===== src/rtl/axi_rd_arbiter.sv =====
// AXI4 read-channel arbiter: shares one downstream read port between the IFU (m0) and LSU (m1),
// with at most one read transaction outstanding.
module axi_rd_arbiter #(
  parameter int unsigned ADDR_W    = 32,
  parameter int unsigned DATA_W    = 32,
  parameter int unsigned PRIO_MODE = 0
) (
  input  logic              clock,
  input  logic              reset,
  input  logic              m0_arvalid,
  output logic              m0_arready,
  input  logic [ADDR_W-1:0] m0_araddr,
  input  logic [3:0]        m0_arid,
  input  logic [7:0]        m0_arlen,
  input  logic [2:0]        m0_arsize,
  input  logic [1:0]        m0_arburst,
  output logic              m0_rvalid,
  input  logic              m0_rready,
  output logic [DATA_W-1:0] m0_rdata,
  output logic [1:0]        m0_rresp,
  output logic              m0_rlast,
  output logic [3:0]        m0_rid,
  input  logic              m1_arvalid,
  output logic              m1_arready,
  input  logic [ADDR_W-1:0] m1_araddr,
  input  logic [3:0]        m1_arid,
  input  logic [7:0]        m1_arlen,
  input  logic [2:0]        m1_arsize,
  input  logic [1:0]        m1_arburst,
  output logic              m1_rvalid,
  input  logic              m1_rready,
  output logic [DATA_W-1:0] m1_rdata,
  output logic [1:0]        m1_rresp,
  output logic              m1_rlast,
  output logic [3:0]        m1_rid,
  output logic              s_arvalid,
  input  logic              s_arready,
  output logic [ADDR_W-1:0] s_araddr,
  output logic [3:0]        s_arid,
  output logic [7:0]        s_arlen,
  output logic [2:0]        s_arsize,
  output logic [1:0]        s_arburst,
  input  logic              s_rvalid,
  output logic              s_rready,
  input  logic [DATA_W-1:0] s_rdata,
  input  logic [1:0]        s_rresp,
  input  logic              s_rlast,
  input  logic [3:0]        s_rid,
  output logic              busy,
  output logic              proto_err
);

  typedef enum logic [1:0] {StIdle, StAddr, StData} state_e;

  state_e     state_q, state_d;
  logic       grant_q, grant_d;
  logic       rr_ptr_q, rr_ptr_d;
  logic [7:0] beat_cnt_q, beat_cnt_d;
  logic [7:0] arlen_q, arlen_d;
  logic [3:0] arid_q, arid_d;
  logic       proto_err_q, proto_err_d;

  logic sel_grant, gnt_arvalid, gnt_rready, ar_hs, r_hs;
  logic unused_rid;

  assign unused_rid  = ^s_rid;
  assign gnt_arvalid = grant_q ? m1_arvalid : m0_arvalid;
  assign gnt_rready  = grant_q ? m1_rready : m0_rready;
  assign ar_hs       = (state_q == StAddr) && gnt_arvalid && s_arready;
  assign r_hs        = (state_q == StData) && s_rvalid && gnt_rready;

  always_comb begin
    if (PRIO_MODE != 0) begin
      sel_grant = m1_arvalid;
    end else if (m0_arvalid && m1_arvalid) begin
      sel_grant = rr_ptr_q;
    end else begin
      sel_grant = m1_arvalid;
    end
  end

  always_ff @(posedge clock) begin
    if (reset) begin
      state_q     <= StIdle;
      grant_q     <= 1'b0;
      rr_ptr_q    <= 1'b0;
      beat_cnt_q  <= 8'd0;
      arlen_q     <= 8'd0;
      arid_q      <= 4'd0;
      proto_err_q <= 1'b0;
    end else begin
      state_q     <= state_d;
      grant_q     <= grant_d;
      rr_ptr_q    <= rr_ptr_d;
      beat_cnt_q  <= beat_cnt_d;
      arlen_q     <= arlen_d;
      arid_q      <= arid_d;
      proto_err_q <= proto_err_d;
    end
  end

  always_comb begin
    state_d     = state_q;
    grant_d     = grant_q;
    rr_ptr_d    = rr_ptr_q;
    beat_cnt_d  = beat_cnt_q;
    arlen_d     = arlen_q;
    arid_d      = arid_q;
    proto_err_d = proto_err_q;
    unique case (state_q)
      StIdle: begin
        if (m0_arvalid || m1_arvalid) begin
          grant_d = sel_grant;
          state_d = StAddr;
        end
      end
      StAddr: begin
        if (ar_hs) begin
          arid_d     = grant_q ? m1_arid : m0_arid;
          arlen_d    = grant_q ? m1_arlen : m0_arlen;
          beat_cnt_d = 8'd0;
          state_d    = StData;
        end
      end
      StData: begin
        if (r_hs) begin
          beat_cnt_d = beat_cnt_q + 8'd1;
          // Flag rlast arriving early, or the final counted beat arriving without rlast.
          if (s_rlast != (beat_cnt_q == arlen_q)) proto_err_d = 1'b1;
          if (s_rlast) begin
            state_d  = StIdle;
            rr_ptr_d = ~grant_q;
          end
        end
      end
      default: state_d = StIdle;
    endcase
  end

  always_comb begin
    m0_arready = 1'b0;
    m1_arready = 1'b0;
    s_arvalid  = 1'b0;
    s_araddr   = '0;
    s_arid     = '0;
    s_arlen    = '0;
    s_arsize   = '0;
    s_arburst  = '0;
    s_rready   = 1'b0;
    m0_rvalid  = 1'b0;
    m0_rdata   = '0;
    m0_rresp   = '0;
    m0_rlast   = 1'b0;
    m0_rid     = '0;
    m1_rvalid  = 1'b0;
    m1_rdata   = '0;
    m1_rresp   = '0;
    m1_rlast   = 1'b0;
    m1_rid     = '0;
    unique case (state_q)
      StIdle: ;
      StAddr: begin
        s_arid    = {3'b000, grant_q};
        s_arvalid = gnt_arvalid;
        if (grant_q) begin
          s_araddr   = m1_araddr;
          s_arlen    = m1_arlen;
          s_arsize   = m1_arsize;
          s_arburst  = m1_arburst;
          m1_arready = s_arready;
        end else begin
          s_araddr   = m0_araddr;
          s_arlen    = m0_arlen;
          s_arsize   = m0_arsize;
          s_arburst  = m0_arburst;
          m0_arready = s_arready;
        end
      end
      StData: begin
        s_rready = gnt_rready;
        if (grant_q) begin
          m1_rvalid = s_rvalid;
          m1_rdata  = s_rdata;
          m1_rresp  = s_rresp;
          m1_rlast  = s_rlast;
          m1_rid    = arid_q;
        end else begin
          m0_rvalid = s_rvalid;
          m0_rdata  = s_rdata;
          m0_rresp  = s_rresp;
          m0_rlast  = s_rlast;
          m0_rid    = arid_q;
        end
      end
      default: ;
    endcase
  end

  assign busy      = (state_q != StIdle);
  assign proto_err = proto_err_q;

endmodule


===== config.mk =====
export PLATFORM = sky130hd
export DESIGN_NAME = axi_rd_arbiter
export DESIGN_NICKNAME = d
export VERILOG_FILES = /design/src/rtl/axi_rd_arbiter.sv
export SDC_FILE = /design/constraint.sdc
export NUM_CORES = 1
export LEC_CHECK = 0
export CAP_MARGIN = 0
export CORE_AREA = 2 2 109 111
export CTS_CLUSTER_SIZE = 8
export DETAILED_ROUTE_END_ITERATION = 8
export DIE_AREA = 0 0 111 113
export PLACE_DENSITY = 0.66
export SYNTH_ARGS = -nofsm -noshare
export SYNTH_HDL_FRONTEND = slang
export SYNTH_SLANG_ARGS = --single-unit

===== constraint.sdc =====
create_clock -name clock -period 1.5 [get_ports clock]
set_input_delay 0.375 -clock clock [delete_from_list [all_inputs] [get_ports clock]]
set_output_delay 0.375 -clock clock [all_outputs]
set_load 0.02 [all_outputs]

After elaboration in Yosys (flattened, before gate mapping)
Cells that the tools add are included.
{ "op_classes": {"add_sub_neg": 1, "mul": 0, "n_div": 0, "order_cmp": 0, "eq_ne": 8, "n_shift": 0, "muxes": 47, "bitwise_logic": 1, "reduce_logical": 15} }
{ "op_table": {"columns": ["op", "count"], "rows": [
  ["32-bit 2-to-1 mux", 6],
  ["8-bit 2-to-1 mux", 4],
  ["2-bit 2-to-1 mux", 10],
  ["4-bit 2-to-1 mux", 5],
  ["1-bit 2-to-1 mux", 18],
  ["8-bit one-hot mux with 2 select lines", 1],
  ["3-bit AND reduction", 3],
  ["8-bit by 1-bit adder with 8-bit output, second input constant", 1],
  ["8-bit == test", 1],
  ["2-bit inequality test, second input constant", 4],
  ["3-bit 2-to-1 mux", 2],
  ["2-bit one-hot mux with 3 select lines", 1],
  ["1-bit logical AND", 5],
  ["2-bit AND reduction", 2],
  ["4-bit AND reduction", 1],
  ["2-bit nonzero test", 2],
  ["2-bit by 1-bit == test with 1-bit output, second input constant", 1],
  ["2-bit == test, second input constant", 1],
  ["2-bit zero test", 1],
  ["1-bit logical OR", 1],
  ["1-bit inequality test", 1],
  ["1-bit NOT", 1]
]} }
{ "totals": {"reg_bits": 25, "latch_bits": 0, "ramBits": 0, "romBits": 0, "inputBits": 145, "n_memories": 0} }

Depth between registers and ports, before layout
{ "depth": {"word_depth": 5, "mapped_depth": 7, "mapped_depth_nobuf": 5} }

Worst setup path before layout
No wires, ideal clock.
{ "synth_timing": {"kind": "register to output", "from": "reg state_q[1]", "to": "out m0_rdata[22]", "arrival_ns": 1.330, "required_time_ns": 1.125, "path_slack_ns": -0.205, "stages_incl_launch_ff": 5, "n_path_buf": 2, "path_cell_list": "dfxtp_1 nor2b_1 clkbuf_1 clkbuf_1 and3_1"} }
{ "synth_between": {"elab_chain_len": 2} }
{ "synth_lines": {"columns": ["item", "line", "rtl"], "rows": [
  ["start: declaration", "55", "state_e state_q, state_d;"],
  ["start signal: assignment", "84", "state_q <= StIdle;"],
  ["start signal: assignment", "92", "state_q <= state_d;"],
  ["2-bit == test", "160", "unique case (state_q)"],
  ["32-bit 2-to-1 mux", "160", null],
  ["end: declaration", "19", "output logic [DATA_W-1:0] m0_rdata,"]
]} }
Every way passes these cells.

Worst setup path after layout
{ "layout_timing": {"from": "reg grant_q", "to": "out s_araddr[3]"} }
{ "layout_between": {"elab_chain_len": 2} }
{ "layout_lines": {"columns": ["item", "line", "rtl"], "rows": [
  ["start: declaration", "56", "logic grant_q, grant_d;"],
  ["start signal: assignment", "93", "grant_q <= grant_d;"],
  ["32-bit 2-to-1 mux", "165", "if (grant_q) begin"],
  ["32-bit 2-to-1 mux", "160", null],
  ["end: declaration", "38", "output logic [ADDR_W-1:0] s_araddr,"]
]} }
Every way passes these cells.

==> reports/metrics.cfg <==
[place]
numPortBuffers = 272
gp_congestion = 0.870
place_area_mm2 = 0.00577
hpwl_um = 9980

[route]
finalWirelength_um = 13800
ant_nets = 0
vias = 3681
drc = 0
via_per_inst = 4.71
dr.first_iter.drc_count = 274
wl_per_cell_um = 17.7
firstDrtPassIters = 4

[grt]
gr-usage-all-layers = 0.200
grt-ovfl-total = 0
grt_max_degree = 30
grt_pass1_vias = 3682
antenna_found_initial = 2
grt_pass1_wl_um = 20200

[timing]
period_minus_slack_ps = 1790
fmax_mhz = 559
skew_ps = 5.73
holdWs_ps = 490
fin_crit_sh = 1.19
drv_slew = 0
rsz0062_at_grt = yes
fin_ws_ps = -290
finalSetupViolations = 152
final-hold-violation-count = 0

[cts]
cts_root_buf = clkbuf_16
cts.sink_count = 25
cts_buffer_depth = 2
htreeDepth = 1
path_clk_slew_ps = 70
cts_buffers = 3
clock_latency_ps = 260
cts_tree = yes

[floorplanning]
core-area_mm2 = 0.0113
die-area_mm2 = 0.0125
pin_count = 280
rows = 39
die_w_um = 111
start_util = 0.221
chipHeight_um = 113

[layout]
fill_cells = 998
nets = 784
drive_above_1_share = 0.579
fin_util = 0.590
multi_input_area_mm2 = 0.00229
design_area_mm2 = 0.00665
area_growth_pct = 167
seqCellArea_um2 = 507

[synthesis]
synth.most_common_cell = and3_1
syn_area_mm2 = 0.00249
syn-mean-instance-area_um2 = 7.38
synth_edf_count = 0
ys_top_cells_by_area = mux2i_1, and3_1, dfxtp_1
synth_top_area_share = 0.205
yosys_register_bits = 25
ys_async_sr_fraction = 0
syn_inst = 337
synth-main-ff-cell = dfxtp_1
synth_commonest_cells = and3_1, nor2_1, mux2i_1
ys_types = 39
synth-seq-area-share = 0.201
synth_top_cell_by_area = mux2i_1
yosys_warnings = 0

[critical_path]
r2r_slack_ps = -250
r2r-start = grant_q
crit_path_end_kind = output port
critPathRequiredTime_ps = 1120
cp.arrival_ps = 1420
startpoint_type = register
critPathKind = reg2out
worst-r2r-cell-count = 7
critPathMaxFanout = 12
r2r-end = beat_cnt_q[5]

[min_path]
min_from = proto_err
hold_path_class = reg2reg
whs_path_depth = 2
hold_end = proto_err

[status]
status = finished with violations
violations = negative setup slack

[pwr]
cellLeakagePower_nw = 2.90
power_density_mw_per_mm2 = 455
vdd_drop_max_uv = 566

[run]
max-cap-violations = 0

==> layer usage <==
layer / global-route usage / part of all wire / vias to the layer above
met1: 0.237 / 0.41 / 1714
met5: 0 / 0 / -
met2: 0.365 / 0.52 / 163
li1: - / - / 1792
met3: 0.0450 / 0.057 / 12
met4: 0.0525 / 0.014 / 0
==> critical path, stage by stage (launching register included) <==
cell and delay (ps):
dfxtp_4 390, buf_12 150, buf_16 160, mux2i_2 240, nor2_2 70, buf_6 130
==> stage by stage <==
stage	setup WS, ps	cells	TNS [ps]	power (mW)
floorplan	-40.9	339	-1300	1.36
finish	-290	782	-37720	3.03
global placement	-699	751	-75720	2.17
CTS	-336	770	-40790	2.92
global route	-339	781	-45910	3.16
detailed placement	-697	751	-77300	2.19
==> power breakdown <==
group          internal, mW  switching, mW  total [mW]
registers             0.692         0.0283       0.720
clock network         0.360          0.247       0.606
logic                 0.960          0.740        1.70
==> layout by cell type, fill, tap and decap left out, types with 18 or more instances in the layout <==
| cell | count |
|---|---|
| dfxtp_1 | 22 |
| and3_2 | 61 |
| and3_4 | 18 |
| mux2i_2 | 23 |
| buf_4 | 31 |
| buf_6 | 108 |
| buf_2 | 25 |
| nor2_2 | 40 |
| clkdlybuf4s50_1 | 137 |
| mux2i_1 | 24 |
| nor2_1 | 24 |
==> worst max-delay path by stage <==
stage               from          end  slack, ps  cells after the start
2_1_floorplan    grant_q  s_araddr[0]        -40                      5
3_3_place_gp   s_arready   m0_arready       -700                      4
3_5_place_dp   s_arready   m1_arready       -700                      4
4_1_cts          grant_q  s_araddr[7]       -340                      6
5_1_grt          grant_q   s_arlen[3]       -340                      4
6_report         grant_q  s_araddr[3]       -290                      5
==> logic make-up (layout without fill, tap and decap cells) <==
family	count (synthesis)	after routing	share of synthesized area
compound gates	29	29	0.0850
mux	53	53	0.217
simple gates	177	177	0.378
buf+inv	42	340	0.0800
fa+ha+maj	1	1	0.00503
xor+xnor	9	9	0.0317
flops	25	25	0.201
other cells	1	5	0.00151
==> sequential cells by signal (all words and copies together) (netlist names) <==
register,flops
arlen_q,8
arid_q,4
beat_cnt_q,8
grant_q,1
rr_ptr_q,1
proto_err,1
state_q,2
==> final cells by class <==
| type | count | area share |
|---|---|---|
| inverter | 3 | 0.00245 |
| sequential | 25 | 0.0762 |
| multi-input combinational | 272 | 0.344 |
| antenna | 2 | 0.000753 |
| tap | 143 | 0.0269 |
| timing repair buffer | 333 | 0.537 |
| clock buffer | 3 | 0.0113 |
| clock inverter | 1 | 0.000753 |
==> what timing repair did <==
action                     4_1_cts  5_1_grt
setup buffers                    7        7
cloned                           8        4
hold buffers                     0        0
setup endpoints to repair      153      155
gates resized for setup        699      117
pin swaps                        3        8
No activity file was read; power rests on OpenSTA's default activity.
